**config.mk**
```make
export PLATFORM = sky130hd
export DESIGN_NAME = arb_mux_nto1
export DESIGN_NICKNAME = d
export VERILOG_FILES = /design/src/rtl/arb_mux_nto1.sv
export SDC_FILE = /design/constraint.sdc
export NUM_CORES = 1
export LEC_CHECK = 0
export ABC_AREA = 1
export CORE_AREA = 2 2 39 41
export DETAILED_ROUTE_END_ITERATION = 8
export DIE_AREA = 0 0 41 43
export PLACE_DENSITY = 0.77
export SLEW_MARGIN = 10
export SYNTH_ARGS = -nofsm -noshare
export SYNTH_HDL_FRONTEND = slang
export SYNTH_SLANG_ARGS = --single-unit
```
**constraint.sdc**
```tcl
create_clock -name clock -period 2.56 [get_ports clock]
set_input_delay 0.384 -clock clock [delete_from_list [all_inputs] [get_ports clock]]
set_output_delay 0.384 -clock clock [all_outputs]
set_load 0.01 [all_outputs]
```
**src/rtl/arb_mux_nto1.sv**
```systemverilog
`default_nettype none
// ============================================================================
//  Module   : arb_mux_nto1
//  Brief    : Registered, round-robin arbitrated N-to-1 valid/ready
//             multiplexer. SIZE input channels of WIDTH bits feed a single
//             entry output register; the channel index travels with the word.
//             Optional packet locking is built when ARB_MUX_LOCK_EN is
//             defined (holds the grant on one channel until its in_last beat).
//  Revision : 1.0 - initial release
// ============================================================================
module arb_mux_nto1 #(
   parameter  int WIDTH = 1,
   parameter  int SIZE  = 4,
   // Bits needed to encode channel indices 0..SIZE-1.
   localparam int SELW  = (SIZE > 1) ? $clog2(SIZE) : 1
) (
   input  logic                  clock,
   input  logic                  reset_n,
   input  logic [WIDTH*SIZE-1:0] in_data,
   input  logic [SIZE-1:0]       in_valid,
   input  logic [SIZE-1:0]       in_last,
   output logic [SIZE-1:0]       in_ready,
   output logic [WIDTH-1:0]      out_data,
   output logic [SELW-1:0]       out_sel,
   output logic                  out_last,
   output logic                  out_valid,
   input  logic                  out_ready
);

   localparam logic [SELW-1:0] c_LAST_CH = SELW'(SIZE - 1);

   logic [WIDTH-1:0] r_out_data;
   logic [SELW-1:0]  r_out_sel;
   logic             r_out_last;
   logic             r_out_valid;
   logic [SELW-1:0]  r_ptr;

   logic             w_load;
   logic             w_found;
   logic             w_xfer;
   logic [SELW-1:0]  w_grant;
   logic [SELW-1:0]  w_next_ptr;
   logic [SIZE-1:0]  w_elig;
   logic [WIDTH-1:0] w_data;
   logic             w_last;

   // The output register can take a new word when empty or draining this cycle.
   assign w_load = !r_out_valid || out_ready;
   assign w_xfer = w_load && w_found;

   // Explicit wrap so non-power-of-2 SIZE never points past the last channel.
   assign w_next_ptr = (w_grant == c_LAST_CH) ? '0 : w_grant + 1'b1;

`ifdef ARB_MUX_LOCK_EN
   logic            r_locked;
   logic [SELW-1:0] r_lock_ch;

   // While a packet is in flight only its channel may compete.
   always_comb begin
      w_elig = in_valid;
      if (r_locked) begin
         w_elig            = '0;
         w_elig[r_lock_ch] = in_valid[r_lock_ch];
      end
   end
`else
   assign w_elig = in_valid;
`endif

   // Round-robin search: lowest eligible index at or above ptr wins,
   // otherwise the lowest eligible index overall (the wrapped region).
   always_comb begin
      w_found = 1'b0;
      w_grant = '0;
      for (int j = SIZE - 1; j >= 0; j--) begin
         if (w_elig[j]) begin
            w_found = 1'b1;
            w_grant = SELW'(j);
         end
      end
      for (int j = SIZE - 1; j >= 0; j--) begin
         if (w_elig[j] && (SELW'(j) >= r_ptr)) begin
            w_grant = SELW'(j);
         end
      end
   end

   // Select the granted channel's word and end-of-packet flag.
   always_comb begin
      w_data = '0;
      w_last = 1'b0;
      for (int j = 0; j < SIZE; j++) begin
         if (w_grant == SELW'(j)) begin
            w_data = in_data[j*WIDTH +: WIDTH];
            w_last = in_last[j];
         end
      end
   end

   // One-hot accept to the granted channel only when the register can load.
   always_comb begin
      in_ready = '0;
      for (int j = 0; j < SIZE; j++) begin
         if (w_xfer && (w_grant == SELW'(j))) begin
            in_ready[j] = 1'b1;
         end
      end
   end

   // Output register: capture on transfer, empty when loading with no grant.
   always_ff @(posedge clock or negedge reset_n) begin
      if (!reset_n) begin
         r_out_valid <= 1'b0;
         r_out_data  <= '0;
         r_out_sel   <= '0;
         r_out_last  <= 1'b0;
      end else if (w_load) begin
         if (w_found) begin
            r_out_valid <= 1'b1;
            r_out_data  <= w_data;
            r_out_sel   <= w_grant;
            r_out_last  <= w_last;
         end else begin
            r_out_valid <= 1'b0;
         end
      end
   end

`ifdef ARB_MUX_LOCK_EN
   // Pointer and lock: a non-last beat locks onto its channel and freezes
   // the pointer; the last beat unlocks and moves the pointer past it.
   always_ff @(posedge clock or negedge reset_n) begin
      if (!reset_n) begin
         r_ptr     <= '0;
         r_locked  <= 1'b0;
         r_lock_ch <= '0;
      end else if (w_xfer) begin
         if (w_last) begin
            r_locked <= 1'b0;
            r_ptr    <= w_next_ptr;
         end else begin
            r_locked  <= 1'b1;
            r_lock_ch <= w_grant;
         end
      end
   end
`else
   // Word-level round robin: the pointer moves past every granted channel.
   always_ff @(posedge clock or negedge reset_n) begin
      if (!reset_n) begin
         r_ptr <= '0;
      end else if (w_xfer) begin
         r_ptr <= w_next_ptr;
      end
   end
`endif

   assign out_data  = r_out_data;
   assign out_sel   = r_out_sel;
   assign out_last  = r_out_last;
   assign out_valid = r_out_valid;

endmodule
`default_nettype wire
```
* Word-level counts from Yosys, hierarchy flattened
Index checks and enable logic that the tools add are counted.
** Storage, ports and cells
- Output and inout bits :: 9
- Register bits after elaboration :: 7
- Bits of input ports :: 15
- Word-level logic and storage cells :: 52
** Cells by class
- Magnitude comparators :: 4
- Equal/unequal tests :: 3
- Reduce and logical (&&, ||, !) cells :: 13
- $add $sub $neg :: 1
- Mux-type cells :: 26
** Operators by type and width (number)
- two-way mux 2 bit :: 9
- two-way mux 1 bit :: 17
- logical AND 1 bit :: 9
- equality test 2 bit (second input constant) :: 2
- >= comparator 1 x 2 -> 1 bit (first input constant) :: 2
- >= comparator 2 bit (first input constant) :: 2
- adder 2 x 1 -> 2 bit (second input constant) :: 1
- equality test 2 x 1 -> 1 bit (second input constant) :: 1
- logical NOT 2 bit :: 1
- AND reduction 2 bit :: 1
- logical NOT 1 bit :: 1
- logical OR 1 bit :: 1

* Longest topological paths before layout
- Word-level depth :: 13
- Depth in mapped cells :: 15
- Depth with buffers taken out :: 15

* Least setup slack after synthesis
No wires, ideal clock.
- Path type :: in2out
- Start :: input port in_valid[0]
- End :: output port in_ready[3]
- Arrival time :: 1.207 ns
- Buffers on the path :: 0
- Slack :: 0.969 ns
- Required time :: 2.176 ns
- Stages :: 10
- Path through :: inv_1 -> nand2_1 -> nand2_1 -> nand2_1 -> nand2_1 -> nand2_2 -> inv_1 -> ha_1 -> inv_1 -> nor2_1
** On the way
- Word-level cells in the longest chain between the ends :: 8
- Elaborated cells on any way between the ends :: 11
- Those cells by class :: eq/ne (1); mux (7); reduce/logical (3)
** Ends and longest elaborated chain
- start, declared :: RTL line 20 : input logic [SIZE-1:0] in_valid,
- two-way mux 2 bit :: RTL line 76 : if (w_elig[j]) begin
- two-way mux 2 bit (3 in a row) :: RTL line 82 : if (w_elig[j] && (SELW'(j) >= r_ptr)) begin
- two-way mux 2 bit (*) :: RTL line 82
- named net w_grant[0] :: RTL line 41 : logic [SELW-1:0] w_grant;
- equality test 2 bit (*) :: RTL line 104 : if (w_xfer && (w_grant == SELW'(j))) begin
- logical AND 1 bit (*) :: RTL line 104
- two-way mux 1 bit (*) :: RTL line 104
- end, declared :: RTL line 22 : output logic [SIZE-1:0] in_ready,
Mark *: on every way through the listed nets, which the timed path passes. The rest lies on a longest branch.

* Worst setup path in the final report
- Start :: input port in_valid[1]
- End :: output port in_ready[1]
** On the way
- Word-level cells in the longest chain between the ends :: 9
- Elaborated cells on any way between the ends :: 13
- Those cells by class :: eq/ne (1); mux (9); reduce/logical (3)
** Ends and longest elaborated chain (RTL line)
- two-way mux 2 bit (2 in a row) :: 76
- two-way mux 2 bit (2 in a row) :: 82
- two-way mux 2 bit (*) (2 in a row) :: 82
- named net w_grant[0] :: 41
- equality test 2 x 1 -> 1 bit (*) :: 104
- logical AND 1 bit (*) :: 104
- two-way mux 1 bit (*) :: 104
Marked as above.

==> results.yml <==
run_status:
  status: "completed"
power:
  power_density_nw_per_um2: 792
  p_leak_nw: 0.464
  vdd_drop_max_mv: 0.351
setup_path:
  required_ps: 2180
  worst-path-max-fanout: 4
  setup.worst_path.start: "in_valid[1]"
  arrival_ps: 1990
  crit_type: "input port to primary output"
  regToRegStartpoint: "r_ptr[1]"
  end_kind: "primary output"
  start_kind: "input port"
finish:
  area_growth_pct: 57.7
  layout-drive-gt1-share_pct: 12.3
  fin_util_pct: 60.3
  multi_input_area_um2: 294
  seqCellArea_um2: 175
  antenna_cells: 0
  nets: 134
  final_area_um2: 835
  fill_cells: 123
die:
  initial_utilization_pct: 38.2
  die_y_um: 43
  die_w_um: 41
  io_pins: 24
  die-area_um2: 1760
  core_area_um2: 1380
  row_count: 14
sta:
  worst_slew_pin_slew_ps: 299
  finalSetupTns_ps: 0
  timing.final.crit_share_pct: 92.8
  setup_slack_ps: 185
  finalSetupViolations: 0
  drv_slew: 0
  worst_clock_skew_ps: 2.00
  grt_setup_unrepaired: "false"
  hold_viol: 0
  max_freq_ghz: 0.421
  timing.final.crit_period_ps: 2370
  slew_headroom_pct: 80.0
synth:
  synth_top_area_share_pct: 33.1
  synth_warnings: 0
  yosys.area.top_type: "dfrtp_1"
  ys_ff_latch: 7
  postSynthAreaPerCell_um2: 6.45
  synth_area_leaders: "dfrtp_1 33%, nand2_1 24%, ha_1 9.5%"
  synth_cell_types: 12
  yosysSeqAreaShare_pct: 33.1
  netlist_instances: 82
  syn_area_um2: 529
  syn-num-nets: 101
global_routing:
  grt_usage_pct: 15.8
  antenna_found_initial: 0
  grt_pass1_wl_mm: 1.88
  grt_max_degree: 15
  gr-total-overflow: 0
  grt_pass1_vias: 524
worst_hold_path:
  hold_path_class: "input port to asynchronous set/reset pin"
clock_tree:
  cts-buffers-inserted: 3
  cts_max_level: 1
  clk_pin_slew_ps: 50
  cts_tree: "yes"
  clk_path_buf_depth: 2
  cts_sinks: 7
  clkLatencyLatePin_ps: 250
  clock-root-buffer: "clkbuf_4"
detailed_routing:
  viasPerCell: 4.48
  drt-initial-drc-count: 12
  drc: 0
  ant_nets: 0
  first_pass_iters: 4
  wl_per_cell_um: 8.93
  vias: 583
  routed_wl_mm: 1.16
place:
  placed_area_um2: 813
  placement.io_buffers: 23
  dp_hpwl_um: 984
  gp_congestion: 0.724
  dp_worst_setup_slack_ps: -107
flow_run:
  maxCapViolations: 0
-- synth_stat cells --
cell type	count
a21oi_1	2
buf_6	1
dfrtp_1	7
ha_1	4
inv_1	13
nand2_1	34
nand2_2	2
nand2_4	1
nand3_1	5
nor2_1	11
nor2_2	1
nor3_2	1
-- worst max-delay path: stages --
cell and delay [ps]:
clkdlybuf4s50_1 500, inv_1 50, nor2_1 110, inv_1 50
nand2_1 90, nand2_2 70, inv_1 90, ha_1 200
inv_1 70, nor2_1 90, dlygate4sd2_1 270
-- per-stage QoR --
stage	power, mW	cells	hold slack (ps)
after floorplan	0.386	82	88.4
after global placement	0.567	126	469
after detailed placement	0.582	126	471
after CTS	0.674	130	383
after global routing	0.727	130	403
final	0.661	130	385
-- power breakdown --
group	internal (mW)	total (mW)	switching [mW]	leakage [nW]
combinational	0.194	0.381	0.187	0.365
clock	0.0594	0.0985	0.0391	0.0150
sequential	0.152	0.181	0.0291	0.0840
total	0.406	0.661	0.255	0.464
-- final timing paths --
| kind | depth (start not counted) | end | slack (ps) |
|---|---|---|---|
| worst max-delay path | 11 | in_ready[1] | 190 |
| worst min-delay path | 1 | r_ptr[1] | 380 |
| worst max register to register | 14 | out_data | 850 |
| worst min register to register | 2 | out_data | 480 |
| max in group asynchronous | 1 | r_ptr[0] | 1950 |
| min in group clock | 2 | out_data | 480 |
-- sequential cells by signal (all words and copies together) (netlist names) --
signal     flops
r_ptr          2
out_valid      1
out_sel        2
out_last       1
out_data       1
-- metal layers --
| layer | vias to the layer above | GRT usage, % | routed length, um |
|---|---|---|---|
| met3 | 4 | 1.57 | 88 |
| met4 | 0 | 12.0 | 25 |
| met1 | 250 | 17.3 | 489 |
| met2 | 19 | 25.9 | 557 |
| li1 | 310 | - | - |
| met5 | - | 0 | 0 |
-- repair_timing --
item	in CTS	in global routing
hold buffers	0	0
buffers inserted	0	0
setup endpoints to repair	4	0
resized for setup	4	0
-- cells by family after synthesis --
| logic type | share of synthesized area [%] |
|---|---|
| AND/OR/NAND/NOR | 44.2 |
| AO/OA/AOI/OAI | 1.89 |
| flip-flops | 33.1 |
| adder cells (fa/ha/maj) | 9.46 |
| buffers and inverters | 11.3 |
-- cell usage in the layout, fill, tap and decap left out --
master,instances
nand3_1,5
dlygate4sd2_1,4
nor3_2,1
nor2_2,1
nand2_4,1
buf_4,6
clkdlybuf4s50_1,19
inv_1,13
clkbuf_1,1
dfrtp_1,7
a21oi_1,2
clkbuf_4,3
ha_1,4
nand2_2,2
nor2_1,11
nand2_1,34
-- final cells by class --
| cell class | instances | area share [%] |
|---|---|---|
| flip-flops and latches | 7 | 21.0 |
| well taps | 16 | 2.40 |
| inverters | 13 | 5.85 |
| repair buffers | 29 | 32.4 |
| clock buffers | 4 | 3.15 |
| multi-input cells | 61 | 35.2 |
Note: power is estimated with default switching activity, not from simulation.
